[config.mk]
export PLATFORM = sky130hd
export DESIGN_NAME = rtm_wr_arb
export DESIGN_NICKNAME = d
export VERILOG_FILES = /design/src/rtl/rtm_wr_arb_pkg.sv /design/src/rtl/rtm_wr_arb_rr.sv /design/src/rtl/rtm_wr_arb.sv
export SDC_FILE = /design/constraint.sdc
export NUM_CORES = 1
export LEC_CHECK = 0
export BUFFER_PORTS_ARGS = -buffer_cell sky130_fd_sc_hd__clkbuf_2
export CORE_MARGIN = 8
export CORE_UTILIZATION = 40
export DETAILED_ROUTE_END_ITERATION = 7
export GPL_ROUTABILITY_DRIVEN = 0
export PLACE_DENSITY = 0.78
export SLEW_MARGIN = 20
export SYNTH_ARGS = -nofsm -noshare
export SYNTH_HDL_FRONTEND = slang
export SYNTH_HIERARCHICAL = 1
export SYNTH_SLANG_ARGS = --single-unit
[constraint.sdc]
create_clock -name clk -period 6.71 [get_ports clk]
set_clock_uncertainty 0.1 [all_clocks]
set_input_delay 1.342 -clock clk [delete_from_list [all_inputs] [get_ports clk]]
set_output_delay 1.342 -clock clk [all_outputs]
set_load 0.005 [all_outputs]
[src/rtl/rtm_wr_arb_pkg.sv]
// Shared constants for the RTM write-port arbiter: geometry defaults, requester ids, FSM states.
// Geometry comes from `S, `R and `RTM_DEPTH. Defaults below apply when the build does not define them.
`ifndef S
`define S 2
`endif
`ifndef R
`define R 2
`endif
`ifndef RTM_DEPTH
`define RTM_DEPTH 64
`endif

package rtm_wr_arb_pkg;

  localparam int N_REQ_DEF  = 4;
  localparam int S_DEF      = `S;
  localparam int R_DEF      = `R;
  localparam int ADDR_W_DEF = $clog2(`RTM_DEPTH);

  localparam int REQ_CONV  = 0;
  localparam int REQ_POOL  = 1;
  localparam int REQ_ADD   = 2;
  localparam int REQ_REMAP = 3;

  typedef enum logic {
    ST_IDLE = 1'b0,
    ST_LOCK = 1'b1
  } arb_state_e;

  // Index width that stays legal for a single requester.
  function automatic int idx_w(input int n);
    return (n > 1) ? $clog2(n) : 1;
  endfunction

endpackage

[src/rtl/rtm_wr_arb_rr.sv]
// Combinational round-robin picker: first set request at or after ptr, wrapping.
module rtm_wr_arb_rr
  import rtm_wr_arb_pkg::*;
#(
  parameter  int N  = 4,
  localparam int IW = idx_w(N)
) (
  input  logic [N-1:0]  req,
  input  logic [IW-1:0] ptr,
  output logic [IW-1:0] gnt,
  output logic          found
);

  // Scanning from the farthest offset down lets the nearest hit win without a break.
  always_comb begin
    // NOTE: every output gets a default before the loop so no latch is inferred.
    gnt   = '0;
    found = 1'b0;
    for (int k = N - 1; k >= 0; k--) begin
      if (req[(int'(ptr) + k) % N]) begin
        gnt   = IW'((int'(ptr) + k) % N);
        found = 1'b1;
      end
    end
  end

endmodule

[src/rtl/rtm_wr_arb.sv]
// RTM write-port arbiter: round-robin with burst locking and a one-deep output register.
// Optional per-requester wait counters are enabled with RTM_WR_ARB_STATS_EN.
module rtm_wr_arb
  import rtm_wr_arb_pkg::*;
#(
  parameter  int N_REQ  = N_REQ_DEF,
  parameter  int S      = S_DEF,
  parameter  int R      = R_DEF,
  parameter  int ADDR_W = ADDR_W_DEF,
  localparam int IW     = idx_w(N_REQ)
) (
  input  logic                        clk,
  input  logic                        rst,
  input  logic [N_REQ-1:0]            req_vld,
  input  logic [N_REQ-1:0]            req_last,
  input  logic [N_REQ*S-1:0]          req_en,
  input  logic [N_REQ*S*ADDR_W-1:0]   req_addr,
  input  logic [N_REQ*S*R*8-1:0]      req_din,
  output logic [N_REQ-1:0]            req_rdy,
  output logic                        rtm_wr_vld,
  output logic [S-1:0]                rtm_wr_en,
  output logic [S*ADDR_W-1:0]         rtm_wr_addr,
  output logic [S*R*8-1:0]            rtm_din,
  output logic [IW-1:0]               owner,
`ifdef RTM_WR_ARB_STATS_EN
  input  logic                        stat_clr,
  output logic [N_REQ*32-1:0]         stat_wait,
`endif
  output logic                        busy
);

  localparam int DW = S * R * 8;
  localparam int AW = S * ADDR_W;

  arb_state_e    state_q, state_d;
  logic [IW-1:0] ptr_q, ptr_d;
  logic [IW-1:0] owner_q, owner_d;
  logic [IW-1:0] sel_idx;
  logic [IW-1:0] rr_gnt;
  logic          rr_found;
  logic          accept;

  logic          vld_q, vld_d;
  logic [S-1:0]  en_q, en_d;
  logic [AW-1:0] addr_q, addr_d;
  logic [DW-1:0] din_q, din_d;

  function automatic logic [IW-1:0] next_idx(input logic [IW-1:0] x);
    return (int'(x) == N_REQ - 1) ? '0 : IW'(int'(x) + 1);
  endfunction

  rtm_wr_arb_rr #(.N(N_REQ)) u_rr (
    .req   (req_vld),
    .ptr   (ptr_q),
    .gnt   (rr_gnt),
    .found (rr_found)
  );

  // busy covers the opening beat of a multi-beat burst as well as the locked beats.
  always_comb begin
    state_d = state_q;
    ptr_d   = ptr_q;
    owner_d = owner_q;
    sel_idx = owner_q;
    req_rdy = '0;
    busy    = 1'b0;
    unique case (state_q)
      ST_IDLE: begin
        if (rr_found) begin
          sel_idx         = rr_gnt;
          owner_d         = rr_gnt;
          req_rdy[rr_gnt] = 1'b1;
          if (req_last[rr_gnt]) begin
            ptr_d = next_idx(rr_gnt);
          end else begin
            state_d = ST_LOCK;
            busy    = 1'b1;
          end
        end
      end
      ST_LOCK: begin
        busy             = 1'b1;
        req_rdy[owner_q] = req_vld[owner_q];
        if (req_vld[owner_q] && req_last[owner_q]) begin
          state_d = ST_IDLE;
          ptr_d   = next_idx(owner_q);
        end
      end
    endcase
    if (rst) begin
      req_rdy = '0;
      busy    = 1'b0;
    end
  end

  assign accept = |req_rdy;

  always_comb begin
    vld_d  = accept;
    en_d   = en_q;
    addr_d = addr_q;
    din_d  = din_q;
    if (accept) begin
      en_d   = req_en[sel_idx*S +: S];
      addr_d = req_addr[sel_idx*AW +: AW];
      din_d  = req_din[sel_idx*DW +: DW];
    end
  end

  // NOTE: sequential state uses non-blocking assignments only, so every flop samples pre-edge values.
  always_ff @(posedge clk) begin
    if (rst) begin
      state_q <= ST_IDLE;
      ptr_q   <= '0;
      owner_q <= IW'(REQ_CONV);
      vld_q   <= 1'b0;
      // NOTE: the datapath register is reset too, so the RTM ports read zero right after reset.
      en_q    <= '0;
      addr_q  <= '0;
      din_q   <= '0;
    end else begin
      state_q <= state_d;
      ptr_q   <= ptr_d;
      owner_q <= owner_d;
      vld_q   <= vld_d;
      en_q    <= en_d;
      addr_q  <= addr_d;
      din_q   <= din_d;
    end
  end

  assign rtm_wr_vld  = vld_q;
  assign rtm_wr_en   = en_q;
  assign rtm_wr_addr = addr_q;
  assign rtm_din     = din_q;
  assign owner       = owner_q;

`ifdef RTM_WR_ARB_STATS_EN
  logic [31:0] wait_q [N_REQ];
  logic [31:0] wait_d [N_REQ];

  // Clear wins over increment; counters stick at all-ones.
  always_comb begin
    for (int i = 0; i < N_REQ; i++) begin
      wait_d[i] = wait_q[i];
      if (stat_clr) begin
        wait_d[i] = '0;
      end else if (req_vld[i] && !req_rdy[i] && (wait_q[i] != '1)) begin
        wait_d[i] = wait_q[i] + 32'd1;
      end
    end
  end

  always_ff @(posedge clk) begin
    for (int i = 0; i < N_REQ; i++) begin
      if (rst) wait_q[i] <= '0;
      else     wait_q[i] <= wait_d[i];
    end
  end

  for (genvar gi = 0; gi < N_REQ; gi++) begin : g_stat
    assign stat_wait[gi*32 +: 32] = wait_q[gi];
  end
`endif

endmodule

==> qor.txt <==
Status: complete, no violations
Largest net degree at the start of global routing: 48
Longest Clk Path Bufs: 2
Non-filler cells, final: 630
Die height: 111 um
Gr ovfl total: 0
Initial Utilization: 41.3%
Total Nets Final: 724
Post-synthesis cell count: 288
Met2 WL post-DR: 5.84 mm
Postcts setup bufs: 0
Syn_area_per_cell: 12.5 sq um
Slew @ Worst Pin: 885 ps
Startpoint Class: primary input
Syn_nets: 490
Max Cap Viol: 0
Post-layout minimum cycle time: 4440 ps
Met3 WL: 1.11 mm
Area Growth Syn to Fin: 38.3%
FMAX: 0.225 GHz
Iter 0 DRT Violations: 149
Ports: 248
CTS H-tree depth: 2
Top cells by area, synth: dfxtp_1 29%, mux4_2 29%, mux2_2 14%
Largest family of logic cells by synthesized area: multiplexers
Placed cell area: 4870 sq um
Crit path max fanout: 5
Highest routed layer: met4
Seq/Total Area, Yosys: 28.9%
CTS tree: built
Critical path class: in2out
Initial antenna violation count: 0
Worst r2r dst: rtm_din[23]$_SDFFE_PP0P_
Die area: 12,300 sq um
Drt drc: 0
Die Width: 111 um
Post-synthesis register bit count: 52
Hold slack: 493 ps
Hold Path Class: reg2reg
Vias in the first global route: 3,581
Post-CTS sizing: 0
Post-Synth Adder-Cell Area: 2.78%
Compound-Gate Fraction of Synth Area: 4.06%
Top-area cell type share of the netlist area: 28.9%
Req. time, crit path: 5270 ps
IO buf count: 247
Final standard cell area without fillers: 4990 sq um
Register-to-Register Path Depth: 9
Cts hold-fix bufs: 0
Post-Synth XOR/XNOR Area: 0%
CTS sink count: 52
Arrival time worst endpoint: 3000 ps
Post-Synth Simple-Gate Area: 12.8%
Hold Fails Final Rpt: 0
DPL Wire Length: 9.77 mm
GRT Total Usage: 18.2%
Mux share of post-synthesis cell area: 46.4%
Post-synth top flop: dfxtp_1
RSZ-0062 raised after global routing: false
Synth top cells by count: 52 x dfxtp_1, 49 x nor2b_1, 46 x mux2_2, 46 x mux4_2, 9 x buf_2
Post-synthesis cell type count: 33
Cell Pwr Density: 273 nW/um^2
Slew headroom: 39.8%
Area of the core: 8720 sq um
Placement Rows: 34
Warnings, synthesis: 6
Routed WL per cell: 18.2 um
RR Startpoint: ptr_q[1]$_SDFFE_PP0P_
CTS Root Cell: clkbuf_8
DRT antenna net count: 0
Hold Path End: ptr_q[0]$_SDFFE_PP0P_
FF-to-FF setup slack: 3220 ps
EDFF count, synth: 0
Cell Area, Synth: 3600 sq um
CTS Buf Count: 5
DRT met1 WL: 4.29 mm
DR vias: 3,279
HP Start: ptr_q[0]$_SDFFE_PP0P_
Finish-stage setup viols: 0
Worst hold path cell count: 1
Peak supply drop: 0.000129 V
DR pass1 iterations: 4
Setup tns final: 0 ps
CTS clock-pin slew for the worst setup and hold paths: 90 ps
Top cell type by total area after synthesis: dfxtp_1
Async S/R FF share, synth: 0%
Clk Latency, worst-skew pair: 290 ps
Period utilization: 66.2%
Layout cells sized above 1: 68.6%
Drt via density: 5.20
Worst setup EP type: output port
Placed Cells: 622
Final Util: 57.2%
Most instantiated library cell after synthesis: dfxtp_1
First-pass GRT wire length: 18.4 mm
Antenna cells: 0
LEAKAGE: 2.42 nW
Max-slew violations: 0
WL final: 11.5 mm
-- placed cells by master, fill, tap and decap left out, types with 3 or more instances in the layout --
cell type	Yosys	routed
mux2_2	46	46
inv_1	7	7
mux4_1	3	3
nand3b_1	4	4
mux4_2	46	46
buf_4	2	4
ha_1	8	8
clkbuf_2	0	247
nand3_1	6	6
nor2_1	6	6
dfxtp_1	52	52
nor3_1	3	3
nor2b_1	49	49
clkbuf_8	0	6
a21o_1	4	4
a21oi_1	7	7
-- metrics by stage --
step	power, W	setup slack [ps]
after global placement	0.00117	2080
after CTS	0.00138	2260
final	0.00136	2270
after detailed placement	0.00120	1940
after floorplan	0.000968	2700
after global routing	0.00146	2190
-- cell type report --
type | count | area [sq um]
inverters | 7 | 26.3
clock inverters | 1 | 8.76
multi-input cells | 204 | 2410
repair buffers | 252 | 1290
well taps | 108 | 135
flip-flops and latches | 52 | 1040
fillers | 755 | 3730
clock buffers | 6 | 82.6
-- where the power goes --
part | switching [W] | leakage (nW) | internal, W
logic | 0.000295 | 1.95 | 0.000431
clock network | 0.0000972 | 0.0473 | 0.0000824
registers | 0.0000559 | 0.427 | 0.000401
total | 0.000448 | 2.42 | 0.000914
-- routing by layer --
layer | vias to the layer above | track usage (%)
li1 | 1562 | -
met1 | 1517 | 19.1
met2 | 183 | 32.6
met3 | 17 | 7.09
met4 | 0 | 5.59
met5 | - | 0
-- how the worst max path moves through the flow --
| stage | endpoint | cells after the start | startpoint |
|---|---|---|---|
| after floorplan | busy | 6 | req_vld[3] |
| after global placement | rtm_wr_addr[7]$_SDFFE_PP0P_ | 9 | req_vld[3] |
| after detailed placement | rtm_din[23]$_SDFFE_PP0P_ | 9 | req_vld[3] |
| after CTS | rtm_din[23]$_SDFFE_PP0P_ | 9 | req_vld[3] |
| after global routing | busy | 8 | req_vld[3] |
| final | busy | 8 | req_vld[3] |
-- critical path: stages --
cell      delay [ps]
clkbuf_2         130
mux2i_1          100
a211oi_2         470
mux4_2           580
inv_1             70
a21oi_1           70
nor2_1           110
clkbuf_2         130
-- registers in the layout, indices dropped and copies added, names as in the netlist --
name	flops
rtm_wr_addr	12
owner	2
rtm_din	32
state_q	1
rtm_wr_vld	1
rtm_wr_en	2
ptr_q	2
-- cells by family (layout without fill, tap and decap cells) --
family	count (synthesis)	count (layout)
muxes	99	99
and+or+nand+nor	77	77
DFF	52	52
buffers and inverters	32	266
AOI/OAI and AO/OA	20	20
adders and majority gates	8	8
(Power assumes the default switching activity.)
